`src/rtl/bc_seq_ctrl_if.sv`:
```
// bc_seq_ctrl_if: datapath <-> sequencer signal bundle.
// master = sequencer side, slave = datapath side.
interface bc_seq_ctrl_if #(
    parameter int WIDTH   = 16,
    parameter int NUM_IRQ = 4,
    parameter int IDW     = 4
);
    logic [WIDTH-1:0]   ir;
    logic               z;
    logic               n;
    logic               e_in;
    logic [NUM_IRQ-1:0] irq_req;
    logic               fgi;
    logic               fgo;
    logic [2:0]         bus_sel;
    logic [17:0]        ctrl;
    logic [2:0]         alu_op;
    logic [NUM_IRQ-1:0] irq_ack;
    logic [IDW-1:0]     irq_id;
    logic               ien;
    logic               halted;

    modport master (
        input  ir, z, n, e_in, irq_req, fgi, fgo,
        output bus_sel, ctrl, alu_op, irq_ack,
        output irq_id, ien, halted
    );

    modport slave (
        output ir, z, n, e_in, irq_req, fgi, fgo,
        input  bus_sel, ctrl, alu_op, irq_ack,
        input  irq_id, ien, halted
    );
endinterface

```
`src/rtl/bc_seq_ctrl.sv`:
```
// bc_seq_ctrl: hardwired control sequencer for the basic-computer datapath.
// Define IO_INSTR_EN to enable the INP/OUT/SKI/SKO I/O instruction group.
module bc_seq_ctrl #(
    parameter int WIDTH   = 16,
    parameter int NUM_IRQ = 4,
    parameter int IDW     = 4
) (
    input  logic          clk,
    input  logic          rst,
    bc_seq_ctrl_if.master cif
);

    localparam logic [2:0] B_AR  = 3'd0;
    localparam logic [2:0] B_PC  = 3'd1;
    localparam logic [2:0] B_DR  = 3'd2;
    localparam logic [2:0] B_AC  = 3'd3;
    localparam logic [2:0] B_IR  = 3'd4;
    localparam logic [2:0] B_TR  = 3'd5;
    localparam logic [2:0] B_MEM = 3'd6;

    localparam int C_AR_LD   = 0;
    localparam int C_AR_INR  = 1;
    localparam int C_AR_CLR  = 2;
    localparam int C_PC_LD   = 3;
    localparam int C_PC_INR  = 4;
    localparam int C_PC_CLR  = 5;
    localparam int C_DR_LD   = 6;
    localparam int C_DR_INR  = 7;
    localparam int C_AC_LD   = 8;
    localparam int C_AC_INR  = 9;
    localparam int C_AC_CLR  = 10;
    localparam int C_IR_LD   = 11;
    localparam int C_TR_LD   = 12;
    localparam int C_MEM_WR  = 13;
    localparam int C_E_CLR   = 14;
    localparam int C_E_CMP   = 15;
`ifdef IO_INSTR_EN
    localparam int C_INP_LD  = 16;
    localparam int C_OUTR_LD = 17;
`endif

    localparam logic [2:0] A_ADD  = 3'd0;
    localparam logic [2:0] A_AND  = 3'd1;
    localparam logic [2:0] A_PASS = 3'd2;
    localparam logic [2:0] A_CMA  = 3'd3;
    localparam logic [2:0] A_CIR  = 3'd4;
    localparam logic [2:0] A_CIL  = 3'd5;
    localparam logic [2:0] A_IDLE = 3'd7;

    typedef enum logic [3:0] {
        S_F0,
        S_F1,
        S_DEC,
        S_T3,
        S_T4,
        S_T5,
        S_T6,
        S_INT0,
        S_INT1,
        S_INT2,
        S_HALT
    } state_t;

    state_t             state;
    state_t             nxt;
    logic               i_q;
    logic [7:0]         d_q;
    logic               ien_q;
    logic               ien_nxt;
    logic [IDW-1:0]     irq_id_q;
    logic               done;
    logic               hlt;
    logic               ien_set;
    logic               ien_clr;
    logic [11:0]        fn;
    logic [2:0]         bus_sel;
    logic [17:0]        ctrl;
    logic [2:0]         alu_op;
    logic [NUM_IRQ-1:0] irq_ack;

    assign fn = cif.ir[11:0];

    function automatic logic [IDW-1:0] lowest(
        input logic [NUM_IRQ-1:0] r
    );
        logic [IDW-1:0] id;
        id = '0;
        for (int k = NUM_IRQ - 1; k >= 0; k--)
            if (r[k]) id = IDW'(k);
        return id;
    endfunction

    always_ff @(posedge clk or posedge rst) begin
        if (rst) begin
            state    <= S_F0;
            i_q      <= 1'b0;
            d_q      <= '0;
            ien_q    <= 1'b0;
            irq_id_q <= '0;
        end else begin
            state <= nxt;
            ien_q <= ien_nxt;
            if (state == S_DEC) begin
                i_q <= cif.ir[WIDTH-1];
                d_q <= 8'b1 << cif.ir[WIDTH-2:WIDTH-4];
            end
            // Channel is frozen on entry; later request changes are ignored.
            if (nxt == S_INT0)
                irq_id_q <= lowest(cif.irq_req);
        end
    end

    always_comb begin
        nxt     = state;
        bus_sel = B_AR;
        ctrl    = '0;
        alu_op  = A_IDLE;
        irq_ack = '0;
        done    = 1'b0;
        hlt     = 1'b0;
        ien_set = 1'b0;
        ien_clr = 1'b0;
        if (!rst) begin
            unique case (state)
                S_F0: begin
                    bus_sel        = B_PC;
                    ctrl[C_AR_LD]  = 1'b1;
                    nxt            = S_F1;
                end
                S_F1: begin
                    bus_sel        = B_MEM;
                    ctrl[C_IR_LD]  = 1'b1;
                    ctrl[C_PC_INR] = 1'b1;
                    nxt            = S_DEC;
                end
                S_DEC: begin
                    bus_sel       = B_IR;
                    ctrl[C_AR_LD] = 1'b1;
                    nxt           = S_T3;
                end
                S_T3: begin
                    if (d_q[7]) begin
                        done = 1'b1;
                        if (!i_q) begin
                            if (fn[11]) ctrl[C_AC_CLR] = 1'b1;
                            else if (fn[10]) ctrl[C_E_CLR] = 1'b1;
                            else if (fn[9]) begin
                                alu_op        = A_CMA;
                                ctrl[C_AC_LD] = 1'b1;
                            end
                            else if (fn[8]) ctrl[C_E_CMP] = 1'b1;
                            else if (fn[7]) begin
                                alu_op        = A_CIR;
                                ctrl[C_AC_LD] = 1'b1;
                            end
                            else if (fn[6]) begin
                                alu_op        = A_CIL;
                                ctrl[C_AC_LD] = 1'b1;
                            end
                            else if (fn[5]) ctrl[C_AC_INR] = 1'b1;
                            else if (fn[4]) ctrl[C_PC_INR] = ~cif.n;
                            else if (fn[3]) ctrl[C_PC_INR] = cif.n;
                            else if (fn[2]) ctrl[C_PC_INR] = cif.z;
                            else if (fn[1]) ctrl[C_PC_INR] = ~cif.e_in;
                            else if (fn[0]) hlt = 1'b1;
                        end else begin
`ifdef IO_INSTR_EN
                            if (fn[11]) ctrl[C_INP_LD] = 1'b1;
                            else if (fn[10]) ctrl[C_OUTR_LD] = 1'b1;
                            else if (fn[9]) ctrl[C_PC_INR] = cif.fgi;
                            else if (fn[8]) ctrl[C_PC_INR] = cif.fgo;
                            else if (fn[7]) ien_set = 1'b1;
                            else if (fn[6]) ien_clr = 1'b1;
`else
                            if (fn[7]) ien_set = 1'b1;
                            else if (fn[6]) ien_clr = 1'b1;
`endif
                        end
                    end else begin
                        if (i_q) begin
                            bus_sel       = B_MEM;
                            ctrl[C_AR_LD] = 1'b1;
                        end
                        nxt = S_T4;
                    end
                end
                S_T4: begin
                    nxt = S_T5;
                    unique case (1'b1)
                        d_q[0], d_q[1], d_q[2], d_q[6]: begin
                            bus_sel       = B_MEM;
                            ctrl[C_DR_LD] = 1'b1;
                        end
                        d_q[3]: begin
                            bus_sel        = B_AC;
                            ctrl[C_MEM_WR] = 1'b1;
                            done           = 1'b1;
                        end
                        d_q[4]: begin
                            bus_sel       = B_AR;
                            ctrl[C_PC_LD] = 1'b1;
                            done          = 1'b1;
                        end
                        d_q[5]: begin
                            bus_sel        = B_PC;
                            ctrl[C_MEM_WR] = 1'b1;
                            ctrl[C_AR_INR] = 1'b1;
                        end
                        default: ;
                    endcase
                end
                S_T5: begin
                    done = 1'b1;
                    unique case (1'b1)
                        d_q[0]: begin
                            alu_op        = A_AND;
                            ctrl[C_AC_LD] = 1'b1;
                        end
                        d_q[1]: begin
                            alu_op        = A_ADD;
                            ctrl[C_AC_LD] = 1'b1;
                        end
                        d_q[2]: begin
                            alu_op        = A_PASS;
                            ctrl[C_AC_LD] = 1'b1;
                        end
                        d_q[5]: begin
                            bus_sel       = B_AR;
                            ctrl[C_PC_LD] = 1'b1;
                        end
                        d_q[6]: begin
                            ctrl[C_DR_INR] = 1'b1;
                            done           = 1'b0;
                            nxt            = S_T6;
                        end
                        default: ;
                    endcase
                end
                S_T6: begin
                    bus_sel        = B_DR;
                    ctrl[C_MEM_WR] = 1'b1;
                    ctrl[C_PC_INR] = cif.z;
                    done           = 1'b1;
                end
                S_INT0: begin
                    bus_sel        = B_PC;
                    ctrl[C_AR_CLR] = 1'b1;
                    ctrl[C_TR_LD]  = 1'b1;
                    nxt            = S_INT1;
                end
                S_INT1: begin
                    bus_sel        = B_TR;
                    ctrl[C_MEM_WR] = 1'b1;
                    ctrl[C_PC_CLR] = 1'b1;
                    nxt            = S_INT2;
                end
                S_INT2: begin
                    ctrl[C_PC_INR] = 1'b1;
                    ien_clr        = 1'b1;
                    irq_ack        = NUM_IRQ'(1) << irq_id_q;
                    nxt            = S_F0;
                end
                S_HALT: nxt = S_HALT;
                default: nxt = S_F0;
            endcase
        end
        ien_nxt = ien_set ? 1'b1 : (ien_clr ? 1'b0 : ien_q);
        // ION with a pending request takes the interrupt right away.
        if (done) begin
            if (hlt)
                nxt = S_HALT;
            else if (ien_nxt && |cif.irq_req)
                nxt = S_INT0;
            else
                nxt = S_F0;
        end
    end

`ifndef IO_INSTR_EN
    logic unused_io;
    assign unused_io = cif.fgi ^ cif.fgo;
`endif

    assign cif.bus_sel = bus_sel;
    assign cif.ctrl    = ctrl;
    assign cif.alu_op  = alu_op;
    assign cif.irq_ack = irq_ack;
    assign cif.irq_id  = irq_id_q;
    assign cif.ien     = ien_q;
    assign cif.halted  = (state == S_HALT);

endmodule
```
`src/flat_wrapper.sv`:
```
// flat-port wrapper written by rule: the top's interface ports become plain ports
module bc_seq_ctrl_flat 
#(
    parameter int WIDTH   = 16,
    parameter int NUM_IRQ = 4,
    parameter int IDW     = 4
)
  (clk, rst, cif_ir, cif_z, cif_n, cif_e_in, cif_irq_req, cif_fgi, cif_fgo, cif_bus_sel, cif_ctrl, cif_alu_op, cif_irq_ack, cif_irq_id, cif_ien, cif_halted);
  bc_seq_ctrl_if #(.WIDTH(WIDTH), .NUM_IRQ(NUM_IRQ), .IDW(IDW)) cif_i ();
  input  logic clk;
  input  logic rst;
  input wire logic [$bits(cif_i.ir)-1:0] cif_ir;
  input wire logic [$bits(cif_i.z)-1:0] cif_z;
  input wire logic [$bits(cif_i.n)-1:0] cif_n;
  input wire logic [$bits(cif_i.e_in)-1:0] cif_e_in;
  input wire logic [$bits(cif_i.irq_req)-1:0] cif_irq_req;
  input wire logic [$bits(cif_i.fgi)-1:0] cif_fgi;
  input wire logic [$bits(cif_i.fgo)-1:0] cif_fgo;
  output wire logic [$bits(cif_i.bus_sel)-1:0] cif_bus_sel;
  output wire logic [$bits(cif_i.ctrl)-1:0] cif_ctrl;
  output wire logic [$bits(cif_i.alu_op)-1:0] cif_alu_op;
  output wire logic [$bits(cif_i.irq_ack)-1:0] cif_irq_ack;
  output wire logic [$bits(cif_i.irq_id)-1:0] cif_irq_id;
  output wire logic [$bits(cif_i.ien)-1:0] cif_ien;
  output wire logic [$bits(cif_i.halted)-1:0] cif_halted;
  assign cif_i.ir = cif_ir;
  assign cif_i.z = cif_z;
  assign cif_i.n = cif_n;
  assign cif_i.e_in = cif_e_in;
  assign cif_i.irq_req = cif_irq_req;
  assign cif_i.fgi = cif_fgi;
  assign cif_i.fgo = cif_fgo;
  assign cif_bus_sel = cif_i.bus_sel;
  assign cif_ctrl = cif_i.ctrl;
  assign cif_alu_op = cif_i.alu_op;
  assign cif_irq_ack = cif_i.irq_ack;
  assign cif_irq_id = cif_i.irq_id;
  assign cif_ien = cif_i.ien;
  assign cif_halted = cif_i.halted;
  bc_seq_ctrl #(.WIDTH(WIDTH), .NUM_IRQ(NUM_IRQ), .IDW(IDW)) u_core (.clk(clk), .rst(rst), .cif(cif_i));
endmodule
```
`config.mk`:
```
export PLATFORM = sky130hd
export DESIGN_NAME = bc_seq_ctrl_flat
export DESIGN_NICKNAME = d
export VERILOG_FILES = /design/src/rtl/bc_seq_ctrl_if.sv /design/src/rtl/bc_seq_ctrl.sv /design/src/flat_wrapper.sv
export SDC_FILE = /design/constraint.sdc
export NUM_CORES = 1
export LEC_CHECK = 0
export CAP_MARGIN = 10
export CORE_MARGIN = 1.5
export CORE_UTILIZATION = 39
export DETAILED_ROUTE_END_ITERATION = 8
export HOLD_SLACK_MARGIN = 0.15
export PLACE_DENSITY = 0.79
export SLEW_MARGIN = 10
export SYNTH_ARGS = -nofsm -noshare
export SYNTH_HDL_FRONTEND = slang
export SYNTH_SLANG_ARGS = --single-unit
```
`constraint.sdc`:
```
create_clock -name clk -period 2.15 [get_ports clk]
set_input_delay 0.5375 -clock clk [delete_from_list [all_inputs] [get_ports clk]]
set_output_delay 0.5375 -clock clk [all_outputs]
set_load 0.02 [all_outputs]
```
Yosys cells after proc, flatten, opt, wreduce, memory -nomap -nowiden

Index checks and enable logic that the tools add are counted.

Output and inout bits: 34
ROM bits: 0
RAM bits: 0
Register bits: 18
Bits in latches: 0
Input port bits: 27
Memories: 0
Word-level logic and storage cells: 148

Magnitude comparators: 0
Bitwise operators: 2
Mux-type cells: 117
Eq/ne operators: 11
Div/mod/pow operators: 0
Reduce and logical (&&, ||, !) cells: 11
Add/sub/neg operators: 0
Multiply operators: 0
Shifts and indexed selects: 2

Operators by type and width:

| operator                                         | count |
|---|---|
| two-way mux 1 bit                                | 70 |
| two-way mux 3 bit                                | 14 |
| two-way mux 4 bit                                | 10 |
| case mux 4 bit (10 select lines)                 | 1 |
| case mux 3 bit (7 select lines)                  | 1 |
| == test 4 x 3 -> 1 bit (second input constant)   | 5 |
| two-way mux 2 bit                                | 10 |
| case mux 3 bit (3 select lines)                  | 2 |
| two-way mux 16 bit                               | 1 |
| == test 4 bit (second input constant)            | 3 |
| OR reduction 2 bit                               | 6 |
| case mux 1 bit (2 select lines)                  | 5 |
| == test 4 x 2 -> 1 bit (second input constant)   | 2 |
| OR reduction 4 bit                               | 2 |
| << shifter 1 x 3 -> 8 bit (first input constant) | 1 |
| case mux 3 bit (2 select lines)                  | 1 |
| == test 4 x 1 -> 1 bit (second input constant)   | 1 |
| logical NOT 4 bit                                | 1 |
| case mux 1 bit (4 select lines)                  | 1 |
| << shifter 1 x 4 -> 4 bit (first input constant) | 1 |
| case mux 1 bit (3 select lines)                  | 1 |
| OR reduction 3 bit                               | 1 |
| inverter 1 bit                                   | 2 |
| logical AND 1 bit                                | 1 |

Depth between registers and ports, before layout

Depth in word-level cells: 19
Mapped depth: 7
Gate-level depth less buffers: 6

Worst setup path after synthesis

Ideal clock, no wire load.

Kind: input to output
Start: in cif_ir[10]
End: out cif_ctrl[4]
Stages: 4
Setup slack: -0.287 ns
Data arrival time: 1.899 ns
Cells stage by stage: or4b_2 nor4_1 nand4_1 a21oi_1

Longest elaborated chain between the ends: 6

RTL lines:

| item                            | RTL line           | text |
|---|---|---|
| start: declaration              | flat_wrapper.sv:12 | `input wire logic [$bits(cif_i.ir)-1:0] cif_ir;` |
| two-way mux 1 bit               | bc_seq_ctrl.sv:146 | `else if (fn[10]) ctrl[C_E_CLR] = 1'b1;` |
| two-way mux 1 bit               | bc_seq_ctrl.sv:145 | `if (fn[11]) ctrl[C_AC_CLR] = 1'b1;` |
| two-way mux 1 bit               | bc_seq_ctrl.sv:144 | `if (!i_q) begin` |
| two-way mux 1 bit               | bc_seq_ctrl.sv:142 | `if (d_q[7]) begin` |
| case mux 1 bit (3 select lines) | bc_seq_ctrl.sv:124 | `unique case (state)` |
| two-way mux 16 bit              | bc_seq_ctrl.sv:123 | `if (!rst) begin` |
| end: declaration                | flat_wrapper.sv:20 | `output wire logic [$bits(cif_i.ctrl)-1:0] cif_ctrl;` |

Every way passes these cells.

Final worst setup path

Start: reg u_core.i_q
End: out cif_bus_sel[2]

Longest elaborated chain between the ends: 4

RTL lines:

| item                            | RTL line           | text |
|---|---|---|
| start: declaration              | bc_seq_ctrl.sv:66  | `logic i_q;` |
| start signal: assignment        | bc_seq_ctrl.sv:104 | `i_q <= cif.ir[WIDTH-1];` |
| two-way mux 3 bit               | bc_seq_ctrl.sv:180 | `if (i_q) begin` |
| two-way mux 3 bit               | bc_seq_ctrl.sv:142 |  |
| case mux 3 bit (7 select lines) | bc_seq_ctrl.sv:124 |  |
| two-way mux 3 bit               | bc_seq_ctrl.sv:123 |  |
| end: declaration                | flat_wrapper.sv:19 | `output wire logic [$bits(cif_i.bus_sel)-1:0] cif_bus_sel;` |

Every way passes these cells.

==> flow_summary.toml <==
[synthesis]
async_flop_share_pct = 100
synth.distinct_cells = 43
ys_seq_area_share_pct = 26.7
synth_area_leader_cell = "dfrtp_1"
synthesis.area_mm2 = 0.00150
synth_edf_count = 0
synthTopCellsByCount = "nand2_1 (32), nor2_1 (25), a21oi_1 (17), o21ai_0 (17), dfrtp_1 (16)"
netlist_top_cells_area = "dfrtp_1 (27%), nand2_1 (8.0%), nor2_1 (6.3%)"
synth_top_cell_area_share_pct = 26.7
syn_avg_cell_area_um2 = 6.93
synth_ff_type = "dfrtp_1"
ys_warn_count = 0
synth_seq_cells = 16
synthCells = 216
yosysMostFrequentCell = "nand2_1"

[timing]
clock_skew_ns = 0.00132
fin_ws_ns = -0.366
worstMarginPinSlew_ns = 0.529
slew_headroom_pct = 64.6
timing.fmax_mhz = 397
final-hold-violation-count = 0
rsz0062_at_grt = "yes"
fin_crit_ns = 2.52
slew_viol_final = 0
setup_viol = 25
fin_crit_sh_pct = 117

[clock_network]
clk_pin_slew_ns = 0.07
cts_buffers = 3
worstSkewPairLatency_ns = 0.26
cts_max_level = 1
cts-root-buf = "clkbuf_8"
cts_tree = "built"
cts_buffer_depth = 2
clkSinkCount = 16

[floorplan]
start_util_pct = 40.9
fp.dieH_um = 65.0
ios = 61
rows = 22
die_w_um = 65.0
coreArea_mm2 = 0.00366
die-area_mm2 = 0.00422

[worst_setup_path]
crit_arrival_ns = 1.98
path_class = "flop to output pin"
worstPathRequired_ns = 1.61
cp_max_fo = 6
cp-startpoint = "u_core.i_q"
crit_path_end_kind = "output pin"
rr_startpoint = "u_core.state[2]"
crit_path_start_kind = "flop"

[drt]
drtIter0Drc = 251
ant_nets = 0
vias_per_cell = 6.22
drt-pass1-iter-count = 5
wl_per_cell_um = 20.8
wirelength_mm = 8.21
dr_total_vias = 2456
drc = 0

[hold_path]
hp-class = "flop to flop"
worstHoldStart = "u_core.d_q[4]"

[cells_and_area]
drive_gt1_share_pct = 51.9
final-seq-area_um2 = 403
final_cell_area_mm2 = 0.00314
synthToLayoutAreaGrowth_pct = 110
multi_input_area_mm2 = 0.00130
nets = 375
nFillCells = 194
antenna_cells = 0

[global_route]
grt_pass1_vias = 2123
grt_pass1_wl_mm = 10.2
grt_start_max_net_pins = 18
grt.overflow.total = 0
grt_usage_pct = 31.4
antenna_found_initial = 0

[power_and_ir_drop]
peakVddDrop_mv = 0.770
p_leak_nw = 1.41
power_density_mw_per_mm2 = 1350
finalPower_mw = 4.25

[outcome]
status = "complete, but fails checks"
violations = "negative setup slack"

[placed_design]
portBuffers = 54
dpl.hpwl_mm = 4.13
place_area_mm2 = 0.00258
routabilityCongestion = 0.952

[flow_run]
maxCapViolations = 0
==> report_power, final <==
group,switching [mW],internal [mW],total [mW]
combinational,1.69,1.69,3.37
clock,0.114,0.163,0.277
sequential,0.182,0.418,0.600
==> flip-flops by register name, indices dropped and copies added, names as in the netlist <==
signal / count
u_core.state: 4
u_core.d_q: 8
u_core.cif.ien: 1
u_core.i_q: 1
u_core.cif.irq_id: 2
==> critical path, stage by stage (launching register included) <==
cell and delay [ns]:
dfrtp_1 0.43, buf_6 0.16, nor2b_4 0.13, o21ai_1 0.22, a21oi_1 0.15, a21oi_1 0.22
o22a_1 0.20, nor2_1 0.06, buf_4 0.16
==> per-stage QoR <==
step / setup TNS (ns) / instances / setup slack, ns / hold WS [ns] / utilization, %
4_1_cts: -1.67 / 385 / -0.219 / 0.471 / 77.0
3_5_place_dp: -21.77 / 367 / -1.12 / 0.503 / 70.5
5_1_grt: -4.63 / 395 / -0.370 / 0.562 / 85.9
3_3_place_gp: -20.71 / 367 / -1.06 / 0.498 / 70.5
2_1_floorplan: -0.244 / 219 / -0.153 / 0.472 / -
6_report: -3.75 / 395 / -0.366 / 0.554 / 85.9
==> placed cells by master (no fill, tap or decap), drive strengths merged, types with 2 or more instances in the layout <==
cell type	count
nand3	8
o211ai	2
nor2	25
inv	6
a31oi	4
and4	2
nand4	3
conb	4
nor2b	5
or3b	2
dfrtp	16
nor3b	2
a21oi	17
nor4	6
o21ai	17
o31a	2
mux2	4
clkdlybuf4s50	16
buf	118
nor3	11
nand2	32
o41ai	4
clkbuf	5
nand2b	5
clkdlybuf4s15	3
and3	5
or3	3
mux2i	2
dlygate4sd2	4
==> per-layer routing <==
layer	routed length (um)	share of wire, %	global-route usage, %	vias to the layer above
li1	-	-	-	1028
met1	2890	35	36.2	1145
met2	4040	49	55.0	208
met3	725	8.8	6.25	75
met4	552	6.7	15.4	0
met5	0	0	0	-
==> kinds of logic after synthesis <==
kind of cell / synth area share [%]
xor gates and xnor gates: 0.585
DFF: 26.7
and+or+nand+nor: 38.4
muxes: 4.85
other: 0.250
buffers and inverters: 8.19
AOI/OAI and AO/OA: 21.0
==> what timing repair did <==
action                     CTS  global route
gates cloned                 0             1
hold buffers                 0             0
pin swaps                   29            23
setup buffers               14            10
setup endpoints to repair   32            31
resized for setup          190            72
==> path summary, 6_finish.rpt <==
check                                       endpoint  slack (ns)  depth (start not counted)
worst max-delay path                  cif_bus_sel[2]       -0.37                          8
worst min-delay path                   u_core.d_q[4]        0.55                          2
worst max register to register  u_core.cif.irq_id[0]       -0.24                          8
worst min register to register         u_core.d_q[4]        0.55                          2
max in group asynchronous              u_core.d_q[6]        1.39                          4
min in group asynchronous             u_core.cif.ien        0.57                          4
==> cell type report <==
cell class,count,area share (%)
Inverter,7,0.955
Sequential cell,16,12.8
Multi-Input combinational cell,177,41.4
Tap cell,48,1.91
Clock buffer,4,1.75
Timing Repair Buffer,143,41.2
(Power assumes the default switching activity.)
